## src/rtl/carpim_kontrol.sv

```systemverilog
// Sequential shift-and-add 8x8 -> 16-bit unsigned multiplier controller.
// One shared _16bitadder is stepped once per clock over eight iterations.

module _16bitadder (
  input  logic [15:0] in1,
  input  logic [15:0] in2,
  input  logic        carryin,
  input  logic        topla,
  output logic [15:0] sum,
  output logic        carryout
);

  logic [15:0] w_b;
  logic        w_c;

  // topla gates the second operand: sum = in1 + (topla ? in2 : 0) + carryin
  assign w_b = topla ? in2 : 16'h0000;

  // NOTE: the carry is a local variable in always_comb, written before it is read on every path, so no latch is inferred.
  always_comb begin
    w_c = carryin;
    sum = 16'h0000;
    for (int i = 0; i < 16; i++) begin
      sum[i] = in1[i] ^ w_b[i] ^ w_c;
      w_c    = (in1[i] & w_b[i]) | (w_c & (in1[i] ^ w_b[i]));
    end
    carryout = w_c;
  end

endmodule

module carpim_kontrol (
  input  logic        clk,
  input  logic        rst_n,
  input  logic        start,
  input  logic [7:0]  in1,
  input  logic [7:0]  in2,
  output logic [15:0] out,
  output logic        busy,
  output logic        done
);

  typedef enum logic [1:0] {
    IDLE = 2'd0,
    CALC = 2'd1,
    DONE = 2'd2
  } state_t;

  state_t      r_state;
  logic [15:0] r_acc;
  logic [15:0] r_mcand;
  logic [7:0]  r_mplier;
  logic [2:0]  r_cnt;
  logic [15:0] r_out;
  logic        r_busy;
  logic        r_done;

  logic [15:0] w_sum;
  logic        w_carryout;

  _16bitadder u_adder (
    .in1      (r_acc),
    .in2      (r_mcand),
    .carryin  (1'b0),
    .topla    (r_mplier[0]),
    .sum      (w_sum),
    .carryout (w_carryout)
  );

  // NOTE: every state register uses non-blocking assignment and is cleared by the async reset; there is no memory array here.
  always_ff @(posedge clk or negedge rst_n) begin
    if (!rst_n) begin
      r_state  <= IDLE;
      r_acc    <= 16'h0000;
      r_mcand  <= 16'h0000;
      r_mplier <= 8'h00;
      r_cnt    <= 3'd0;
      r_out    <= 16'h0000;
      r_busy   <= 1'b0;
      r_done   <= 1'b0;
    end else begin
      case (r_state)
        IDLE: begin
          r_done <= 1'b0;
          if (start) begin
            r_mcand  <= {8'h00, in1};
            r_mplier <= in2;
            r_acc    <= 16'h0000;
            r_cnt    <= 3'd0;
            r_busy   <= 1'b1;
            r_state  <= CALC;
          end
        end
        CALC: begin
          r_acc    <= w_sum;
          r_mcand  <= r_mcand << 1;
          r_mplier <= r_mplier >> 1;
          r_cnt    <= r_cnt + 3'd1;
          if (r_cnt == 3'd7) begin
            r_out   <= w_sum;
            r_busy  <= 1'b0;
            r_done  <= 1'b1;
            r_state <= DONE;
          end
        end
        DONE: begin
          r_done  <= 1'b0;
          r_busy  <= 1'b0;
          r_state <= IDLE;
        end
        default: begin
          r_busy  <= 1'b0;
          r_done  <= 1'b0;
          r_state <= IDLE;
        end
      endcase
    end
  end

  // Largest product 255*255 fits in 16 bits, so the adder never carries out.
  a_no_carryout : assert property (@(posedge clk) disable iff (!rst_n) !w_carryout);

  assign out  = r_out;
  assign busy = r_busy;
  assign done = r_done;

endmodule

```

## config.mk

```make
export PLATFORM = sky130hd
export DESIGN_NAME = carpim_kontrol
export DESIGN_NICKNAME = d
export VERILOG_FILES = /design/src/rtl/carpim_kontrol.sv
export SDC_FILE = /design/constraint.sdc
export NUM_CORES = 1
export LEC_CHECK = 0
export CORE_MARGIN = 4
export CORE_UTILIZATION = 35
export DETAILED_ROUTE_END_ITERATION = 6
export HOLD_SLACK_MARGIN = 0.05
export PLACE_DENSITY_LB_ADDON = 0.25
export SETUP_SLACK_MARGIN = 0.2
export SLEW_MARGIN = 40
export SYNTH_ARGS = -nofsm -noshare
export SYNTH_HDL_FRONTEND = slang
export SYNTH_HIERARCHICAL = 1
export SYNTH_SLANG_ARGS = --single-unit
```

## constraint.sdc

```tcl
create_clock -name clk -period 7.01 [get_ports clk]
set_input_delay 0.701 -clock clk [delete_from_list [all_inputs] [get_ports clk]]
set_output_delay 0.701 -clock clk [all_outputs]
set_load 0.02 [all_outputs]
```

# == Word-level counts from Yosys, hierarchy flattened ==
# Index checks and enable logic that the tools add are counted.
# classes
bitwise,74
n_reduce_logical,5
n_mux,17
add_sub_neg,1
eq_ne,4
# op_table
cell,count
$pmux W16 S2,2
$mux W16,3
$xor A1 B1 Y1,31
$and A1 B1 Y1,29
$pmux W8 S2,1
$or A1 B1 Y1,14
$mux W8,1
$pmux W3 S2,1
$reduce_and A2 Y1,3
$mux W1,4
$mux W2,2
$ne A2 B2 Y1 const B,2
$pmux W2 S2,1
$add A3 B1 Y3 const B,1
$eq A3 B3 Y1 const B,1
$mux W3,1
$eq A2 B1 Y1 const B,1
$logic_not A2 Y1,1
$pmux W1 S2,1
$reduce_bool A2 Y1,1
# word_totals
elab_cells,109
input_bits,19
register_bits,63

# == Longest topological paths before layout ==
# Gate-level depths: netlist (run 1).
# depth
word_depth,32
ltp_mapped,22

# == Hierarchy ==
# The synthesis (run 1) kept the hierarchy.
# modules_own_cells
mod,area_per_inst_um2,n_inst,cells_per_inst,seq_area_each_um2
carpim_kontrol,2533.7,1,196,1551.5
_16bitadder,461.7,1,43,0.0

# == Least setup slack after synthesis (run 1) ==
# No wires, ideal clock.
# synth_path
path_type,reg-to-reg
start,reg r_mplier[0]
end,reg r_out[15] (netlist: out[15])
period_less_slack_ns,6.603
n_path_buf,1
arrival_time_ns,6.538
stages_incl_launch_ff,23
setup_slack_ns,0.407
cell_sequence,dfrtp_1 buf_6 nand2_1 fa_1 fa_1 inv_1 fa_1 fa_1 fa_1 fa_1 fa_1 fa_1 fa_1 fa_1 fa_1 fa_1 fa_1 fa_1 fa_1 inv_1 fa_1 inv_1 mux2_2
# synth_via
elab_chain_len,31
elab_cells_between_ends,60
cone_classes,mux (1); bitwise (59)
# synth_rtl
item,line_no,source
start: declaration,52,logic [7:0] r_mplier;
start signal: assignment,87,r_mplier <= in2;
start signal: assignment,97,r_mplier <= r_mplier >> 1;
$mux W16 (*),17,assign w_b = topla ? in2 : 16'h0000;
$and A1 B1 Y1 / $xor A1 B1 Y1 (equally long branches),25,w_c = (in1[i] & w_b[i]) | (w_c & (in1[i] ^ w_b[i]));
$and A1 B1 Y1,25,
$or A1 B1 Y1,25,
$and A1 B1 Y1,25,
$or A1 B1 Y1,25,
$and A1 B1 Y1,25,
$or A1 B1 Y1,25,
[16 not listed],-,
$and A1 B1 Y1,25,
$or A1 B1 Y1,25,
$and A1 B1 Y1,25,
$or A1 B1 Y1,25,
$and A1 B1 Y1,25,
$or A1 B1 Y1,25,
$xor A1 B1 Y1 (*),24,sum[i] = in1[i] ^ w_b[i] ^ w_c;
named net w_sum[15],58,logic [15:0] w_sum;
end signal: assignment,100,r_out <= w_sum;
end: declaration,54,logic [15:0] r_out;
# The timed path passes the listed nets; every way through them passes the cells marked *.
# A chain may end at the register's enable or synchronous reset.

# == Worst setup path in the final report (run 1) ==
# layout_path
start,reg r_mcand[0]
end,reg r_out[15] (netlist: out[15])
# layout_via
elab_chain_len,31
# layout_rtl
item,line_no,source
start: declaration,51,logic [15:0] r_mcand;
start signal: assignment,86,"r_mcand <= {8'h00, in1};"
start signal: assignment,96,r_mcand <= r_mcand << 1;
$mux W16,17,
$and A1 B1 Y1 (2 in a row),25,
$or A1 B1 Y1,25,
$and A1 B1 Y1,25,
$or A1 B1 Y1,25,
$and A1 B1 Y1,25,
$or A1 B1 Y1,25,
$and A1 B1 Y1,25,
[15 not listed],-,
$and A1 B1 Y1,25,
$or A1 B1 Y1,25,
$and A1 B1 Y1,25,
$or A1 B1 Y1,25,
$and A1 B1 Y1,25,
$or A1 B1 Y1,25,
$xor A1 B1 Y1,24,
named net w_sum[15],58,
# The timed path passes the listed nets, and every way through them passes these cells.

==> results.py, run 1 <==
metrics = {
    "status": {
        "status": "finished clean",
    },
    "global_route": {
        "grt_pass1_wl_um": 10040,
        "grt_overflow": 0,
        "grtUsageTotal": 0.1279,
        "grtUsageMet1": 0.1755,
        "grt_pass1_vias": 2052,
        "gr-usage-met3": 0.02768,
        "use_met2": 0.1896,
        "grt_max_degree": 63,
        "antenna_found_initial": 0,
        "busiest_layer": "met2",
    },
    "sta": {
        "holdWs_ns": 0.4431,
        "clock-skew-final_ns": 0.004365,
        "fmax_ghz": 0.1531,
        "setup_viol": 0,
        "finalCriticalPeriod_ns": 6.531,
        "fin_tns_setup_ns": 0,
        "hold_viol_final": 0,
        "worstMarginPinSlew_ns": 0.7257,
        "rsz0062_at_grt": "false",
        "relSlewSlack": 0.5144,
        "fin_ws_ns": 0.4793,
        "slew_violations": 0,
        "period_share": 0.9316,
    },
    "die": {
        "dieHeight_um": 100.5,
        "rows": 33,
        "die_area_mm2": 0.01009,
        "io_pins": 37,
        "initial_core_util": 0.3623,
        "coreArea_mm2": 0.008258,
        "fp.dieW_um": 100.5,
    },
    "synthesis": {
        "yosysWarnings": 6,
        "synth_area_mm2": 0.002992,
        "synth.net_count": 275,
        "syn_avg_cell_area_um2": 12.57,
        "synth_cells": 238,
    },
    "power": {
        "ir_drop_v": 0.0001894,
        "power.total_mw": 1.659,
        "pwr-share-seq": 0.384,
        "switching_share": 0.3532,
        "power.leakage_nw": 1.667,
        "combPwrFrac": 0.427,
        "p_per_area_mw_per_mm2": 457.1,
        "power.internal_mw": 1.073,
        "pwr-share-clk": 0.190,
        "p_switching_mw": 0.5860,
    },
    "clock_tree": {
        "cts_setup_buffers": 0,
        "clock_path_buffers": 2,
        "cts_tree": "done",
        "cts_buffers": 9,
        "cts.clk_slew.worst_paths_ns": 0.07,
        "cts_max_level": 3,
        "root_buffer": "clkbuf_8",
        "cts_resized": 0,
        "cts_sinks": 62,
        "clk_latency_ns": 0.32,
        "hold_buffers": 0,
    },
    "route": {
        "num_vias": 1883,
        "drt_iter0_markers": 87,
        "viasPerCell": 4.916,
        "wire_per_inst_um": 14.85,
        "drcViolationCount": 0,
        "dr.pass1.iters": 4,
        "wl_um": 5687,
        "ant_nets": 0,
    },
    "worst_setup_path": {
        "r2r-start": "r_mcand[0]$_DFFE_PN0P_",
        "crit_fanout": 3,
        "cpPeakStageDelay_ns": 0.40,
        "crit_type": "flop to flop",
        "cp-startpoint": "r_mcand[0]$_DFFE_PN0P_",
        "r2r_end": "out[15]$_DFFE_PN0P_",
        "endpoint": "out[15]$_DFFE_PN0P_",
        "arrival_ns": 6.80,
        "cp-end-kind": "flop",
        "critPathRequiredTime_ns": 7.28,
        "r2r_cells": 21,
        "rrSetupSlack_ns": 0.48,
        "path_cells": "nand2_2 -> fa_2 -> fa_1 -> inv_1 -> fa_1 -> fa_1 -> fa_1 -> fa_2 -> fa_2 -> fa_1 -> fa_1 -> fa_2 -> fa_2 -> fa_1 -> fa_1 -> fa_1 -> fa_1 -> inv_1 -> fa_1 -> inv_1 -> mux2_2",
        "critical_path.slowest_cell": "dfrtp_1",
        "cp_common_cell": "fa_1",
        "startpoint_type": "flop",
    },
    "flow_run": {
        "max_cap_violations": 0,
    },
    "final_layout": {
        "n_fill_cell": 791,
        "area_growth_pct": 21.33,
        "diodes": 0,
        "final_net_count": 310,
        "regArea_mm2": 0.001553,
        "drive_gt1_frac": 0.1619,
        "multi_input_area_mm2": 0.001323,
    },
    "place": {
        "pre_cts_ws_ns": 0.3314,
        "gp_congestion": 0.7611,
        "portBuffers": 36,
        "hpwl_um": 3670,
    },
    "hold_path": {
        "hold_class": "primary input to asynchronous set/reset pin",
    },
}
==> cell type report <==
cell class                 instances  share of cell area
clock buffer                      12             0.04274
clock inverter                     4             0.01241
inverter                          11             0.01138
multi-input combinational        150              0.3644
sequential                        62              0.4278
tap                              105             0.03619
timing repair buffer              39              0.1051
==> sequential cells by signal (all words and copies together) (netlist names) <==
name      cells
out          16
r_mplier      8
r_state       2
r_acc        16
r_mcand      16
r_cnt         3
done          1
==> per-stage QoR <==
stage | instances | utilization | instance area (µm²)
after floorplan | 238 | - | 2992
after global placement | 367 | 0.4129 | 3410
after detailed placement | 367 | 0.4129 | 3410
after CTS | 383 | 0.4371 | 3610
after global routing | 383 | 0.4395 | 3630
final | 383 | 0.4395 | 3630
==> worst min path at each step <==
stage / cells after the start / slack (ns) / end / from
final: 2 / 0.44 / out[9]$_DFFE_PN0P_ / rst_n
after global routing: 2 / 0.48 / out[7]$_DFFE_PN0P_ / rst_n
after CTS: 1 / 0.48 / r_cnt[0]$_DFFE_PN0P_ / r_cnt[0]$_DFFE_PN0P_
after detailed placement: 1 / 0.47 / r_cnt[0]$_DFFE_PN0P_ / r_cnt[0]$_DFFE_PN0P_
after global placement: 1 / 0.47 / r_cnt[0]$_DFFE_PN0P_ / r_cnt[0]$_DFFE_PN0P_
after floorplan: 0 / 0.41 / done$_DFFE_PN0P_ / rst_n
==> metal layers <==
layer,routed length (µm),share of wire,vias to the layer above
li1,-,-,894
met1,2835,0.50,947
met3,197,0.035,9
met2,2559,0.45,33
met4,94,0.017,0
met5,0,0,-
==> power by group through the flow <==
| stage | Sequential (mW) | Combinational [mW] | Clock (mW) |
|---|---|---|---|
| final | 0.637 | 0.708 | 0.315 |
| after global routing | 0.662 | 0.789 | 0.341 |
| after CTS | 0.637 | 0.718 | 0.325 |
| after detailed placement | 0.640 | 0.719 | 0 |
| after global placement | 0.640 | 0.704 | 0 |
| after floorplan | 0.663 | 0.471 | 0 |
==> cells in the final DEF (no fill, tap or decap), types with 3 or more instances in the layout <==
cell	instances
o21ai_1	5
nor3_1	13
a221o_1	9
and2_1	13
mux2_2	7
fa_1	11
mux2_4	9
clkdlybuf4s50_1	35
o21ai_0	6
fa_2	5
inv_1	11
nand2b_1	11
dfrtp_1	61
nor2_1	10
clkbuf_8	11
nand2_1	12
a22o_1	26
clkinv_2	3
==> critical path, delay by kind of cell, from the launching register on <==
family	cells	cell delay [ns]
adder cells (fa/ha/maj)	16	5.64
buffers and inverters	3	0.20
flip-flops	1	0.40
multiplexers	1	0.14
AND/OR/NAND/NOR	1	0.09
No activity file was read; power rests on OpenSTA's default activity.
==> inputs of run 2 (changes only) <==
--- a/config.mk
+++ b/config.mk
@@ -5,8 +5,10 @@
 export SDC_FILE = /design/constraint.sdc
 export NUM_CORES = 1
 export LEC_CHECK = 0
+export CORE_ASPECT_RATIO = 0.75
 export CORE_MARGIN = 4
 export CORE_UTILIZATION = 35
+export CTS_CLUSTER_DIAMETER = 120
 export DETAILED_ROUTE_END_ITERATION = 6
 export HOLD_SLACK_MARGIN = 0.05
 export PLACE_DENSITY_LB_ADDON = 0.25
==> run 2 against run 1 <==
Against the previous run: sequential power about the same; die area rose by 0.16%; combinational power is 0.6% higher; critical endpoint unchanged; via count shrank 0.96%; first-iteration DRC count down 23%; count of clock-buffer cells in the layout unchanged; cell count shrank 0.52%; critical path depth unchanged; highest routed layer unchanged; utilization grew 1.5 points; sequential share of layout area fell by 0.60 points; maximum frequency shrank 0.52%.
==> results.py, run 2 (synthesis results as in run 1) <==
metrics = {
    "worst_setup_path": {
        "r2r_cells": 21,
        "startpoint_type": "flop",
        "rrSetupSlack_ns": 0.45,
        "r2r-start": "r_mcand[0]$_DFFE_PN0P_",
        "crit_type": "flop to flop",
        "crit_fanout": 3,
        "critPathRequiredTime_ns": 7.27,
        "cp-end-kind": "flop",
        "arrival_ns": 6.82,
        "r2r_end": "out[15]$_DFFE_PN0P_",
    },
    "status": {
        "status": "finished clean",
    },
    "global_route": {
        "grt_max_degree": 63,
        "grt_pass1_wl_um": 10320,
        "grt_pass1_vias": 2050,
        "antenna_found_initial": 0,
        "grtUsageTotal": 0.1319,
        "grt_overflow": 0,
    },
    "die": {
        "dieHeight_um": 88.07,
        "initial_core_util": 0.3697,
        "fp.dieW_um": 114.8,
        "coreArea_mm2": 0.008093,
        "rows": 28,
        "io_pins": 37,
        "die_area_mm2": 0.01011,
    },
    "final_layout": {
        "layout_common_cells": "dfrtp_1, clkdlybuf4s50_1, a22o_1",
        "stdcell_area_mm2": 0.003681,
        "final_common_cell": "dfrtp_1",
        "drive_gt1_frac": 0.1449,
        "diodes": 0,
        "final_cells": 381,
        "area_growth_pct": 23.04,
        "final_net_count": 310,
        "finalCoreUtilization": 0.4549,
    },
    "power": {
        "p_switching_mw": 0.5968,
        "pwr-share-seq": 0.367,
        "power.internal_mw": 1.136,
        "p_per_area_mw_per_mm2": 470.8,
        "switching_share": 0.3444,
        "pwr-share-clk": 0.222,
        "ir_drop_v": 0.0001545,
        "power.leakage_nw": 1.689,
        "combPwrFrac": 0.411,
    },
    "sta": {
        "rsz0062_at_grt": "false",
        "fin_tns_setup_ns": 0,
        "slew_violations": 0,
        "finalCriticalPeriod_ns": 6.565,
        "setup_viol": 0,
        "hold_viol_final": 0,
        "fin_ws_ns": 0.4451,
        "worstMarginPinSlew_ns": 0.7089,
        "period_share": 0.9365,
        "relSlewSlack": 0.5256,
        "clock-skew-final_ns": 0.003221,
        "fmax_ghz": 0.1523,
    },
    "route": {
        "dr.pass1.iters": 4,
        "ant_nets": 0,
        "wl_um": 5788,
        "viasPerCell": 4.895,
        "drcViolationCount": 0,
        "num_vias": 1865,
        "drt_iter0_markers": 67,
        "wire_per_inst_um": 15.19,
    },
    "clock_tree": {
        "clock_path_buffers": 2,
        "cts_sinks": 62,
        "cts.clk_slew.worst_paths_ns": 0.05,
        "cts_max_level": 3,
        "cts_setup_buffers": 0,
        "root_buffer": "clkbuf_16",
        "cts_tree": "done",
        "cts_resized": 0,
        "cts_buffers": 9,
        "clk_latency_ns": 0.32,
        "hold_buffers": 0,
    },
    "place": {
        "gp_congestion": 0.7918,
        "hpwl_um": 3731,
        "pre_cts_ws_ns": 0.3217,
        "place_area_mm2": 0.003410,
        "dp_cells": 367,
        "portBuffers": 36,
    },
    "flow_run": {
        "max_cap_violations": 0,
    },
    "hold_path": {
        "hold_class": "primary input to asynchronous set/reset pin",
    },
}
-- run 2: worst max-delay path by stage --
stage	cells past startpoint	start	slack (ns)	endpoint
CTS	21	r_mcand[0]$_DFFE_PN0P_	0.26	r_acc[15]$_DFFE_PN0P_
finish	21	r_mcand[0]$_DFFE_PN0P_	0.45	out[15]$_DFFE_PN0P_
global placement	21	r_mcand[0]$_DFFE_PN0P_	0.37	out[15]$_DFFE_PN0P_
global route	21	r_mcand[0]$_DFFE_PN0P_	0.24	out[15]$_DFFE_PN0P_
floorplan	22	r_mplier[0]$_DFFE_PN0P_	0.41	out[15]$_DFFE_PN0P_
detailed placement	21	r_mcand[0]$_DFFE_PN0P_	0.32	out[15]$_DFFE_PN0P_
-- run 2: stage by stage --
step | hold WS, ns | power [mW]
floorplan | 0.4054 | 1.133
global placement | 0.4633 | 1.343
detailed placement | 0.4685 | 1.355
CTS | 0.4738 | 1.753
global route | 0.5082 | 1.870
finish | 0.4533 | 1.733
-- run 2: power by group through the flow --
stage	clock network (mW)	logic [mW]	registers, mW
after floorplan	0	0.471	0.663
after global placement	0	0.703	0.640
after detailed placement	0	0.717	0.639
after CTS	0.396	0.720	0.637
after global routing	0.414	0.793	0.663
final	0.384	0.712	0.637
-- run 2: worst max-delay path: stages, from the launching register on --
cell and delay (ns):
dfrtp_1 0.40, nand2_1 0.09, fa_1 0.21, fa_1 0.17
inv_1 0.05, fa_1 0.37, fa_1 0.39, fa_1 0.40
fa_1 0.40, fa_1 0.39, fa_1 0.39, fa_2 0.36
fa_2 0.36, fa_2 0.36, fa_1 0.40, fa_2 0.35
fa_1 0.38, fa_1 0.36, inv_1 0.07, fa_1 0.40
inv_1 0.08, mux2_2 0.13
-- run 2: layout make-up --
cell class | instances | area (µm²)
Clock buffer | 12 | 246.5
Clock inverter | 2 | 10.01
Fill cell | 745 | 4412
Inverter | 11 | 41.29
Multi-Input combinational cell | 150 | 1318
Sequential cell | 62 | 1553
Tap cell | 105 | 131.4
Timing Repair Buffer | 39 | 381.6
-- run 2: layer usage --
layer | vias up | part of all wire | track usage
met5 | - | 0 | 0
met4 | 0 | 0.011 | 0.03838
met3 | 8 | 0.047 | 0.04834
met2 | 41 | 0.43 | 0.1955
met1 | 922 | 0.52 | 0.1830
li1 | 894 | - | -
